===== config.mk =====
export PLATFORM = sky130hd
export DESIGN_NAME = pcileech_perst_sup
export DESIGN_NICKNAME = d
export VERILOG_FILES = /design/src/rtl/pcileech_perst_sup.sv
export SDC_FILE = /design/constraint.sdc
export NUM_CORES = 1
export LEC_CHECK = 0
export BUFFER_PORTS_ARGS = -buffer_cell sky130_fd_sc_hd__buf_4
export CAP_MARGIN = 25
export CORE_MARGIN = 2
export CORE_UTILIZATION = 45
export CTS_CLUSTER_DIAMETER = 50
export DETAILED_ROUTE_END_ITERATION = 10
export SLEW_MARGIN = 20
export SYNTH_ARGS = -nofsm -noshare
export SYNTH_HDL_FRONTEND = slang
export SYNTH_SLANG_ARGS = --single-unit

===== constraint.sdc =====
create_clock -name clk -period 3.7 [get_ports clk]
set_clock_uncertainty 0.05 [all_clocks]
set_input_delay 0.185 -clock clk [delete_from_list [all_inputs] [get_ports clk]]
set_output_delay 0.185 -clock clk [all_outputs]
set_load 0.02 [all_outputs]

===== src/rtl/pcileech_perst_sup.sv =====
// PCIe reset supervisor: merges per-channel present/PERST# pins and drives a
// software reset from a debounced power-switch detect and host reset requests.
module pcileech_perst_sup #(
  parameter int              NUM_CH         = 2,
  parameter int              POWER_SW_MODE  = 0,
  parameter longint unsigned POWER_SW_TIME  = 64'd7_500_000_000,
  parameter int unsigned     DEBOUNCE_TICKS = 1_250_000,
  parameter int unsigned     MIN_RST_TICKS  = 12_500_000
) (
  input  logic              clk,
  input  logic              rst,
  input  logic [NUM_CH-1:0] pcie_present_in,
  input  logic [NUM_CH-1:0] pcie_perst_n_in,
  input  logic              power_sw,
  input  logic              sw_rst_req,
  output logic              pcie_present,
  output logic              pcie_perst_n,
  output logic              rst_sw,
  output logic [1:0]        sup_state,
  output logic [7:0]        rst_count
);

  localparam logic [39:0] SW_LAST   = 40'(POWER_SW_TIME - 64'd1);
  localparam logic [39:0] HOLD_LAST = 40'(MIN_RST_TICKS - 32'd1);
  localparam logic [31:0] DB_LAST   = DEBOUNCE_TICKS - 32'd1;
  localparam bit          MODE_OFF  = (POWER_SW_MODE == 0);
  localparam bit          MODE_MON  = (POWER_SW_MODE == 2);

  typedef enum logic [1:0] {
    ST_INIT = 2'd0,
    ST_RUN  = 2'd1,
    ST_HOLD = 2'd2,
    ST_WAIT = 2'd3
  } state_t;

  state_t      state_q, state_d;
  logic [39:0] timer_q, timer_d;
  logic [31:0] db_cnt_q, db_cnt_d;
  logic        sw_meta_q, sw_meta_d;
  logic        sw_s_q, sw_s_d;
  logic        sw_db_q, sw_db_d;
  logic        rst_sw_q, rst_sw_d;
  logic [7:0]  rst_count_q, rst_count_d;

  always_ff @(posedge clk or posedge rst) begin
    if (rst) begin
      state_q     <= ST_INIT;
      timer_q     <= '0;
      db_cnt_q    <= '0;
      sw_meta_q   <= 1'b0;
      sw_s_q      <= 1'b0;
      sw_db_q     <= 1'b0;
      rst_sw_q    <= 1'b0;
      rst_count_q <= '0;
    end else begin
      state_q     <= state_d;
      timer_q     <= timer_d;
      db_cnt_q    <= db_cnt_d;
      sw_meta_q   <= sw_meta_d;
      sw_s_q      <= sw_s_d;
      sw_db_q     <= sw_db_d;
      rst_sw_q    <= rst_sw_d;
      rst_count_q <= rst_count_d;
    end
  end

  // Synchroniser and debouncer: sw_db only follows sw_s after DEBOUNCE_TICKS stable cycles.
  always_comb begin
    sw_meta_d = power_sw;
    sw_s_d    = sw_meta_q;
    sw_db_d   = sw_db_q;
    db_cnt_d  = '0;
    if (sw_s_q != sw_db_q) begin
      if (db_cnt_q == DB_LAST) sw_db_d = sw_s_q;
      else                     db_cnt_d = db_cnt_q + 32'd1;
    end
  end

  always_comb begin
    state_d = state_q;
    case (state_q)
      ST_INIT: begin
        if (MODE_OFF)                state_d = ST_RUN;
        else if (timer_q == SW_LAST) state_d = sw_db_q ? ST_RUN : ST_WAIT;
      end
      ST_RUN: begin
        // Loss of the switch outranks a simultaneous host request.
        if (MODE_MON && !sw_db_q) state_d = ST_WAIT;
        else if (sw_rst_req)      state_d = ST_HOLD;
      end
      ST_HOLD: begin
        if (timer_q == HOLD_LAST) state_d = (MODE_MON && !sw_db_q) ? ST_WAIT : ST_RUN;
      end
      ST_WAIT: begin
        if (MODE_MON && sw_db_q) state_d = ST_HOLD;
      end
      default: state_d = ST_INIT;
    endcase

    timer_d     = (state_d != state_q) ? '0 : timer_q + 40'd1;
    rst_sw_d    = (state_d == ST_HOLD) || (state_d == ST_WAIT);
    rst_count_d = rst_count_q;
    if ((state_d != state_q) && rst_sw_d && (rst_count_q != 8'hFF))
      rst_count_d = rst_count_q + 8'd1;
  end

  assign rst_sw       = rst_sw_q;
  assign sup_state    = state_q;
  assign rst_count    = rst_count_q;
  assign pcie_present = &pcie_present_in;
  assign pcie_perst_n = (&pcie_perst_n_in) & ~rst_sw_q;

endmodule

==> impl_results.md, run 1 <==
- RSZ-0062 raised after global routing: no
- FF+latch count, synth: 51
- Peak Freq: 0.4301 GHz
- Worst-path fanout max: 16
- Initial antenna violation count: 0
- Fillers: 525
- # DRC: 0
- Routability cong.: 0.8149
- Top cells by area, synth: dfrtp_1, xor2_1, nor2_1, xnor2_1, nand3_1
- CP endpoint kind: flip-flop
- Status: completed
- Period utilization: 62.85%
- Commonest non-fill, non-tap cell in the layout: dfrtp_1
- CTS tree: done
- Yosys cell types: 38
- Sequential element share of the synthesized area: 49.18%
- Crit path arrival time: 2.52 ns
- Post-synthesis instance total: 254
- Tot Pwr: 1.249 mW
- Cell taking the most area after synthesis: dfrtp_1
- Placed insts: 342
- Root Buffer: clkbuf_8
- Initial DRC count: 109
- ANT nets after route: 0
- Vias: 1,893
- Core Region: 5540 sq um
- Min-Delay Path Class: in -> reg
- Clock Tree Buf Depth: 2
- Synthesis-to-layout area growth: 12.87%
- Cell Area, Placed: 2820 sq um
- Largest net degree at the start of global routing: 41
- Effective utilization at floorplan: 46.84%
- Cell area after synthesis: 2595 sq um
- Port Buf Inserts: 19
- 1st-pass router iterations: 4
- Minimum clock period: 2.325 ns
- Num CTS Buffers: 5
- Hold Fails Final Rpt: 0
- Static Leak: 1.313 nW
- Fin. max-slew vios: 0
- Core Rows: 27
- Die Height: 79.94 um
- Syn Nets: 264
- Most frequent cells in the layout: dfrtp_1, nor2_1, xor2_1, nand3_1, buf_4
- Sink Count: 51
- Finished Core Util: 52.87%
- Worst-path clk slew: 0.09 ns
- Area share of the largest cell type after synthesis: 49.18%
- GRT overflow: 0
- Clk_lat worst skew: 0.32 ns
- Type of origin of the critical path: flip-flop
- # H-tree levels: 2
- Critical path class: reg -> reg
- Die width: 79.94 um
- Setup TNS: 0 ns
- Detailed placement HPWL: 3.500 mm
- Worst R2R Setup Slack: 1.37 ns
- Inserted Diodes: 0
- Die area: 6390 sq um
- Post-Route WL: 5.129 mm
- Post_cts resized: 0
- Final Instance Area: 2929 sq um
- Share of layout cells above drive strength 1: 15.41%
- Vias in the first global route: 1,883
- Total GRT Usage: 17.63%
- Maxcap violations: 0
- Critical Path RT: 3.90 ns
- Worst slew pin tran: 0.8741 ns
- Post-route insts no fill: 351
- IO Count: 21
- Mean Syn Cell Area: 10.22 sq um
- Post-CTS Setup Inserts: 0
- Final layout net count: 288
- Count of final setup violators: 0
- Vias/cell: 5.393
- First-pass GRT wire length: 8.832 mm
- Synth warn: 0
- IR drop worst, VDD: 0.0002999 V
- Avg WL per Cell: 14.61 um
- Relative slew slack: 41.28%
- PD cells: 426.3 nW/um^2
cells in the mapped netlist:
| cell | instances |
|---|---|
| a21oi_2 | 2 |
| nor4_1 | 6 |
| a41oi_1 | 1 |
| nor4b_1 | 2 |
| nand2b_1 | 1 |
| or4_1 | 1 |
| nand3_2 | 2 |
| and3_1 | 4 |
| ha_1 | 2 |
| and3_2 | 1 |
| nor4_4 | 2 |
| xor2_1 | 27 |
| nand4_4 | 1 |
| a21oi_1 | 3 |
| dfrtp_1 | 51 |
| o31ai_1 | 2 |
| nand4_1 | 13 |
| o21ai_0 | 2 |
| and4_1 | 3 |
| nor3_2 | 1 |
| inv_1 | 4 |
| nor2b_1 | 1 |
| nor2_1 | 41 |
| a21boi_0 | 1 |
| nand3_1 | 23 |
| buf_4 | 4 |
| or3_1 | 3 |
| o22a_1 | 2 |
| nand3b_1 | 4 |
| o31a_1 | 1 |
| and2_1 | 4 |
| mux2_2 | 1 |
| or4_4 | 1 |
| xnor2_1 | 14 |
| nand4_2 | 2 |
| nor3_1 | 8 |
| nand2_1 | 12 |
| buf_2 | 1 |
flip-flops by register name (all words and copies together), names as in the netlist:
signal / flops
rst_sw: 1
rst_count: 8
sup_state: 2
timer_q: 40
cells by family after synthesis:
logic type	Yosys count	synth area share (%)
AO/OA/AOI/OAI	14	3.857
XOR/XNOR	41	13.84
adder cells (fa/ha/maj)	2	0.9642
buffers and inverters	9	1.928
flip-flops	51	49.18
multiplexers	1	0.4339
AND/OR/NAND/NOR	136	29.80
final timing paths:
path,cells after the start,to,startpoint
setup reg to reg,5,timer_q[39]$_DFF_PP0_,timer_q[11]$_DFF_PP0_
max in group asynchronous,4,timer_q[16]$_DFF_PP0_,rst
hold / removal,2,sup_state[1]$_DFF_PP0_,sw_rst_req
setup / recovery,5,timer_q[39]$_DFF_PP0_,timer_q[11]$_DFF_PP0_
hold reg to reg,1,rst_count[7]$_DFFE_PP0P_,rst_count[7]$_DFFE_PP0P_
min in group asynchronous,3,rst_sw$_DFF_PP0_,rst
critical path, stage by stage, from the launching register on:
cell,delay [ns]
dfrtp_1,0.44
nand4_2,0.22
nor4_4,0.79
nand3_1,0.19
or4_4,0.45
a21oi_2,0.13
per-stage QoR:
stage	setup WS [ns]	hold WS [ns]
floorplan	1.708	0.2716
global placement	1.384	0.3896
detailed placement	1.378	0.2098
CTS	1.367	0.06159
global route	1.200	0.06286
finish	1.375	0.06837
final cells by class:
class / count / area [sq um] / share of cell area, %
clock buffers: 6 / 82.58 / 2.819
multi-input cells: 194 / 1269 / 43.31
inverters: 4 / 15.01 / 0.5126
flip-flops and latches: 51 / 1276 / 43.57
repair buffers: 22 / 180.2 / 6.151
clock inverters: 2 / 16.27 / 0.5553
well taps: 72 / 90.09 / 3.076
layer usage:
metal | vias up | share of wire (%) | GRT usage, %
met5 | - | 0 | 0
met4 | 0 | 1.7 | 6.441
met3 | 7 | 2.8 | 3.733
met2 | 22 | 46 | 27.42
met1 | 922 | 49 | 24.21
li1 | 942 | - | -
power by group:
group          total (mW)  internal, mW  switching [mW]
Sequential          0.695         0.617          0.0773
Combinational       0.206        0.0982           0.107
Clock               0.348         0.153           0.195
timing repair:
item | 4_1_cts | 5_1_grt
setup endpoints to repair | 0 | 0
endpoints found under the hold margin | 22 | 0
hold buffers | 1 | 0
(Power assumes the default switching activity.)
==> run 2, diff against run 1 <==
--- a/config.mk
+++ b/config.mk
@@ -5,6 +5,7 @@
 export SDC_FILE = /design/constraint.sdc
 export NUM_CORES = 1
 export LEC_CHECK = 0
+export ABC_AREA = 1
 export BUFFER_PORTS_ARGS = -buffer_cell sky130_fd_sc_hd__buf_4
 export CAP_MARGIN = 25
 export CORE_MARGIN = 2
==> constraint.sdc (replaced) <==
create_clock -name clk -period 1.9 [get_ports clk]
set_clock_uncertainty 0.05 [all_clocks]
set_input_delay 0.095 -clock clk [delete_from_list [all_inputs] [get_ports clk]]
set_output_delay 0.095 -clock clk [all_outputs]
set_load 0.02 [all_outputs]
==> impl_results.md, run 2 <==
- Met3 Resource Use GR: 3.238% (-0.49 points)
- CTS tree: done
- Setup slack at placement: 0.1459 ns (-1.233 ns)
- Post-synthesis instance total: 418 (+65%)
- Die area: 7430 sq um (+16%)
- Port Buf Inserts: 19 (unchanged)
- Most frequent cells in the layout: nand2_1, nor2_1, dfrtp_1, inv_1, buf_4
- Top cells by area, synth: dfrtp_1, nand2_1, nor2_1, xor2_1, xnor2_1
- P_int: 1.618 mW (+86%)
- Sink Count: 51 (unchanged)
- Global route hottest layer: met2
- Synth warn: 0 (unchanged)
- Tot Pwr: 2.330 mW (+87%)
- WHS Endpoint: sup_state[1]$_DFF_PP0_
- Fin. max-slew vios: 0 (unchanged)
- Ys async rst share: 100.0% (unchanged)
- CP endpoint kind: flip-flop
- Clock Tree Buf Depth: 2 (unchanged)
- Reg-to-reg endpoint: timer_q[7]$_DFF_PP0_
- Worst slew pin tran: 0.5436 ns (-0.3304 ns)
- Core Rows: 29 (+7.4%)
- Top-count cell post-synth: nand2_1
- Switching power: 0.7124 mW (+87%)
- Critical path origin: timer_q[0]$_DFF_PP0_
- Core Region: 6459 sq um (+17%)
- IO Count: 21 (unchanged)
- Root Buffer: clkbuf_8
- Num CTS Buffers: 5 (unchanged)
- 1st-pass router iterations: 4 (unchanged)
- Vias in the first global route: 2,463 (+31%)
- Total GRT Usage: 20.57% (+2.9 points)
- Max reg flops: 40 (unchanged)
- R2R cell count: 7 (+2)
- GRT overflow: 0 (unchanged)
- Finished Core Util: 52.93% (+0.057 points)
- Post-synth EDFFs: 0 (unchanged)
- Minimum clock period: 1.709 ns (-0.6160 ns)
- Effective utilization at floorplan: 47.07% (+0.24 points)
- Reg with most FFs: timer_q
- Post-Route WL: 6.968 mm (+36%)
- Part of the power in registers: 55.8% (+0.2 points)
- Power share of the clock group: 25.9% (-2.0 points)
- GR Util met2: 32.14% (+4.7 points)
- Hold Path Cell Cnt: 5 (+3)
- Hold Fails Final Rpt: 0 (unchanged)
- Origin of the worst min-delay path: sw_rst_req
- FF+latch count, synth: 51 (unchanged)
- Sequential element share of the synthesized area: 41.98% (-7.2 points)
- Worst R2R Setup Slack: 0.19 ns (-1.18 ns)
- Yosys cell types: 22 (-42%)
- Status: completed
- Period utilization: 89.96% (+27 points)
- RR Startpoint: timer_q[0]$_DFF_PP0_
- Initial antenna violation count: 0 (unchanged)
- Cell area after synthesis: 3040 sq um (+17%)
- Setup WS post-layout: 0.1907 ns (-1.184 ns)
- Relative slew slack: 63.71% (+22 points)
- Final layout net count: 458 (+59%)
- Die width: 86.20 um (+7.8%)
- Routability cong.: 0.8843 (+8.5%)
- # H-tree levels: 2 (unchanged)
- Clk_lat worst skew: 0.31 ns (about the same)
- Commonest non-fill, non-tap cell in the layout: nand2_1
- Synth top cells by count: nand2_1, nor2_1, dfrtp_1
- Met1 usage in global routing: 29.61% (+5.4 points)
- Inserted Diodes: 0 (unchanged)
- Worst-path clk slew: 0.09 ns (about the same)
- ANT nets after route: 0 (unchanged)
- Vias/cell: 4.897 (-9.2%)
- Maxcap violations: 0 (unchanged)
- Critical Path RT: 2.04 ns (-1.86 ns)
- Largest net degree at the start of global routing: 30 (-27%)
- Static Leak: 1.492 nW (+14%)
- IR drop worst, VDD: 0.0005177 V (+73%)
- Area share of the largest cell type after synthesis: 41.98% (-7.2 points)
- Reg area: 1276 sq um (unchanged)
- Setup TNS: 0 ns (unchanged)
- Sw frac: 30.58% (+0.13 points)
- Count of final setup violators: 0 (unchanged)
- Cell taking the most area after synthesis: dfrtp_1
- Type of origin of the critical path: flip-flop
- Syn Nets: 428 (+62%)
- Fillers: 667 (+27%)
- Peak Freq: 0.5850 GHz (+36%)
- Multi-input logic area: 1605 sq um (+27%)
- RSZ-0062 raised after global routing: no
- Mean Syn Cell Area: 7.274 sq um (-29%)
- Vias: 2,576 (+36%)
- Die Height: 86.20 um (+7.8%)
- PD cells: 681.7 nW/um^2 (+60%)
- Min-Delay Path Class: in -> reg
- Detailed placement HPWL: 5.445 mm (+56%)
- Critical path class: reg -> reg
- Worst-path fanout max: 29 (+13)
- Share of layout cells above drive strength 1: 13.36% (-2.0 points)
- Crit path arrival time: 1.85 ns (-0.67 ns)
- Synthesis-to-layout area growth: 12.43%
- Ys flop type: dfrtp_1
- Comb power frac: 18.3% (+1.8 points)
- First-pass GRT wire length: 11.73 mm (+33%)
- Initial DRC count: 114 (+4.6%)
- # DRC: 0 (unchanged)
- Avg WL per Cell: 13.25 um (-9.3%)
## run 2: cell count changes after synthesis, sizes merged, moves of 5 or more
cell / change
inv: +27
nor4: -8
nand2: +121
nor3: -7
nor2: +86
and3: -5
xor2: -6
nand4: -9
## run 2: kinds of logic after synthesis
kind of cell,count (synthesis),synth area share (%)
compound gates,4,0.8640
simple gates,291,40.95
xor+xnor,35,10.08
buf+inv,35,5.308
fa+ha+maj,2,0.8229
flops,51,41.98
## run 2: worst max path at each step
stage                               end  depth (start not counted)
2_1_floorplan  rst_count[5]$_DFFE_PP0P_                          8
3_3_place_gp      timer_q[33]$_DFF_PP0_                          7
3_5_place_dp       timer_q[7]$_DFF_PP0_                          7
4_1_cts           timer_q[27]$_DFF_PP0_                          7
5_1_grt           timer_q[14]$_DFF_PP0_                          9
6_report           timer_q[7]$_DFF_PP0_                          7
## run 2: final cells by class
class                      instances  area share, %
timing repair buffer              27          7.101
sequential                        51          37.34
inverter                          31          3.404
multi-input combinational        332          46.96
tap                               77          2.818
clock inverter                     1         0.1464
clock buffer                       7          2.233
## run 2: timing repair
action,CTS,global route
hold buffers,1,0
endpoints found under the hold margin,23,0
endpoints found under the setup margin,0,29
buffers inserted,0,0
resized for setup,0,1
## run 2: layer usage
layer / routed length, um / vias to the layer above
li1: - / 1340
met1: 3484 / 1185
met2: 3093 / 44
met3: 284 / 7
met4: 106 / 0
met5: 0 / -
## run 2: critical path, stage by stage (launching register included)
cell and delay (ns):
dfrtp_1 0.39, ha_2 0.26, nand3_2 0.14, nor3_2 0.27, nand3_2 0.13, nand2_4 0.10
buf_12 0.19, nor2_1 0.06
## run 2: power by group through the flow
stage	clock network (mW)	registers [mW]	logic, mW
2_1_floorplan	0	1.32	0.301
3_3_place_gp	0	1.32	0.418
3_5_place_dp	0	1.32	0.426
4_1_cts	0.634	1.30	0.429
5_1_grt	0.674	1.32	0.481
6_report	0.604	1.30	0.426
## run 2: stage by stage
step / instances / area (sq um) / hold slack, ns
floorplan: 418 / 3040 / 0.2620
global placement: 517 / 3324 / 0.1287
detailed placement: 517 / 3324 / 0.1339
CTS: 526 / 3416 / 0.07004
global route: 526 / 3418 / 0.1310
finish: 526 / 3418 / 0.08459
==> run 3, diff against run 2 <==
--- a/config.mk
+++ b/config.mk
@@ -8,10 +8,12 @@
 export ABC_AREA = 1
 export BUFFER_PORTS_ARGS = -buffer_cell sky130_fd_sc_hd__buf_4
 export CAP_MARGIN = 25
+export CORE_ASPECT_RATIO = 2
 export CORE_MARGIN = 2
 export CORE_UTILIZATION = 45
 export CTS_CLUSTER_DIAMETER = 50
 export DETAILED_ROUTE_END_ITERATION = 10
+export SETUP_SLACK_MARGIN = 0.5
 export SLEW_MARGIN = 20
 export SYNTH_ARGS = -nofsm -noshare
 export SYNTH_HDL_FRONTEND = slang
==> impl_results.md, run 3 (same netlist as run 2, synthesis figures left out) <==
- Num CTS Buffers: 5 (unchanged)
- Vias: 2,886 (+12%)
- Finished Core Util: 63.68% (+11 points)
- Reg area: 1286 sq um (+0.78%)
- Die Height: 120.2 um (+40%)
- CTS tree: done
- Post-Route WL: 8.820 mm (+27%)
- Minimum clock period: 1.642 ns (-0.06693 ns)
- Final layout net count: 501 (+9.4%)
- Total GRT Usage: 25.40% (+4.8 points)
- Relative slew slack: 78.82% (+15 points)
- Hold Path Cell Cnt: 5 (unchanged)
- CP endpoint kind: flip-flop
- Worst-path clk slew: 0.07 ns (-0.02 ns)
- Critical Path RT: 2.03 ns (about the same)
- Most frequent cells in the layout: nand2_1, nor2_1, buf_4, dfrtp_1
- IR drop worst, VDD: 0.0005850 V (+13%)
- Die width: 62.12 um (-28%)
- Sink Count: 51 (unchanged)
- Core Region: 6569 sq um (+1.7%)
- Reg with most FFs: timer_q
- First-pass GRT wire length: 14.46 mm (+23%)
- Initial antenna violation count: 0 (unchanged)
- Routability cong.: 0.9412 (+6.4%)
- Crit path arrival time: 1.77 ns (-0.08 ns)
- Synthesis-to-layout area growth: 37.57%
- Multi-input logic area: 1888 sq um (+18%)
- GRT overflow: 0 (unchanged)
- Maxcap violations: 0 (unchanged)
- Fillers: 603 (-9.6%)
- Worst-path fanout max: 8 (-72%)
- Root Buffer: clkbuf_16
- Setup WS post-layout: 0.2576 ns (+0.06693 ns)
- ANT nets after route: 0 (unchanged)
- Type of origin of the critical path: flip-flop
- Clk_lat worst skew: 0.29 ns (-0.02 ns)
- Critical path class: reg -> reg
- Largest net degree at the start of global routing: 52 (+73%)
- Tot Pwr: 2.878 mW (+23%)
- R2R cell count: 9 (+2)
- Static Leak: 1.780 nW (+19%)
- Vias in the first global route: 2,980 (+21%)
- Vias/cell: 4.976 (+1.6%)
- Status: completed
- Initial DRC count: 110 (-3.5%)
- Core Rows: 42 (+45%)
- Setup TNS: 0 ns (unchanged)
- Port Buf Inserts: 19 (unchanged)
- IO Count: 21 (unchanged)
- Detailed placement HPWL: 6.264 mm (+15%)
- # DRC: 0 (unchanged)
- Hold Fails Final Rpt: 0 (unchanged)
- Commonest non-fill, non-tap cell in the layout: nand2_1
- Inserted Diodes: 0 (unchanged)
- 1st-pass router iterations: 4 (unchanged)
- RSZ-0062 raised after global routing: yes
- PD cells: 688.0 nW/um^2 (+0.93%)
- # H-tree levels: 2 (unchanged)
- Period utilization: 86.44% (-3.5 points)
- Clock Tree Buf Depth: 2 (unchanged)
- Worst Hold Slack: 0.1122 ns (+0.02766 ns)
- Avg WL per Cell: 15.21 um (+15%)
- Min-Delay Path Class: in -> reg
- Effective utilization at floorplan: 46.29% (-0.79 points)
- Setup slack at placement: 0.1605 ns (+0.01459 ns)
- Count of final setup violators: 0 (unchanged)
- Die area: 7470 sq um (+0.54%)
- Max reg flops: 40 (unchanged)
- Peak Freq: 0.6089 GHz (+4.1%)
- Fin. max-slew vios: 0 (unchanged)
- Worst slew pin tran: 0.3144 ns (-0.2292 ns)
- Share of layout cells above drive strength 1: 33.94% (+21 points)
run 3: cell count changes in the layout (fill, tap and decap cells not counted), sizes merged:
cell and delta:
buf +41, clkbuf +2, clkinvlp +1, inv -1
run 3: layout make-up:
| class | instances | share of cell area [%] |
|---|---|---|
| Multi-Input combinational cell | 332 | 45.14 |
| Tap cell | 88 | 2.632 |
| Clock inverter | 1 | 0.2094 |
| Clock buffer | 7 | 3.410 |
| Sequential cell | 51 | 30.75 |
| Inverter | 31 | 3.051 |
| Timing Repair Buffer | 70 | 14.81 |
run 3: power by group:
part | internal, mW | switching [mW]
Sequential | 1.19 | 0.138
Combinational | 0.294 | 0.322
Clock | 0.528 | 0.408
run 3: final timing paths:
| kind | startpoint | endpoint | slack, ns |
|---|---|---|---|
| min in group asynchronous | rst | rst_count[1]$_DFFE_PP0P_ | 0.37 |
| setup reg to reg | timer_q[31]$_DFF_PP0_ | timer_q[7]$_DFF_PP0_ | 0.26 |
| setup / recovery | timer_q[31]$_DFF_PP0_ | timer_q[7]$_DFF_PP0_ | 0.26 |
| hold reg to reg | rst_count[3]$_DFFE_PP0P_ | rst_count[3]$_DFFE_PP0P_ | 0.48 |
| max in group asynchronous | rst | timer_q[0]$_DFF_PP0_ | 1.18 |
| hold / removal | sw_rst_req | rst_sw$_DFF_PP0_ | 0.11 |
run 3: metal layers:
layer / GRT usage [%] / wire [um] / part of all wire, %
met2: 49.12 / 5113 / 58
met4: 15.00 / 477 / 5.4
met1: 25.35 / 3023 / 34
met5: 0 / 0 / 0
met3: 3.163 / 206 / 2.3
run 3: critical path: stages (launching register included):
cell,delay (ns)
dfrtp_2,0.44
nor2_1,0.10
nand2_1,0.09
nor2_2,0.13
nand2_2,0.08
nor2_4,0.11
nand3_2,0.11
nand2_4,0.18
clkbuf_16,0.19
nor2_1,0.05
run 3: through the flow:
stage          area [sq um]  cells
2_1_floorplan          3074    418
3_3_place_gp           3382    531
3_5_place_dp           3382    531
4_1_cts                3839    562
5_1_grt                4183    580
6_report               4183    580
run 3: repair_timing:
action | CTS | global route
cloned | 1 | 2
hold buffers | 1 | 0
pin swaps | 8 | 14
endpoints found under the setup margin | 50 | 47
endpoints found under the hold margin | 51 | 0
setup buffers | 21 | 16
gates resized for setup | 31 | 50
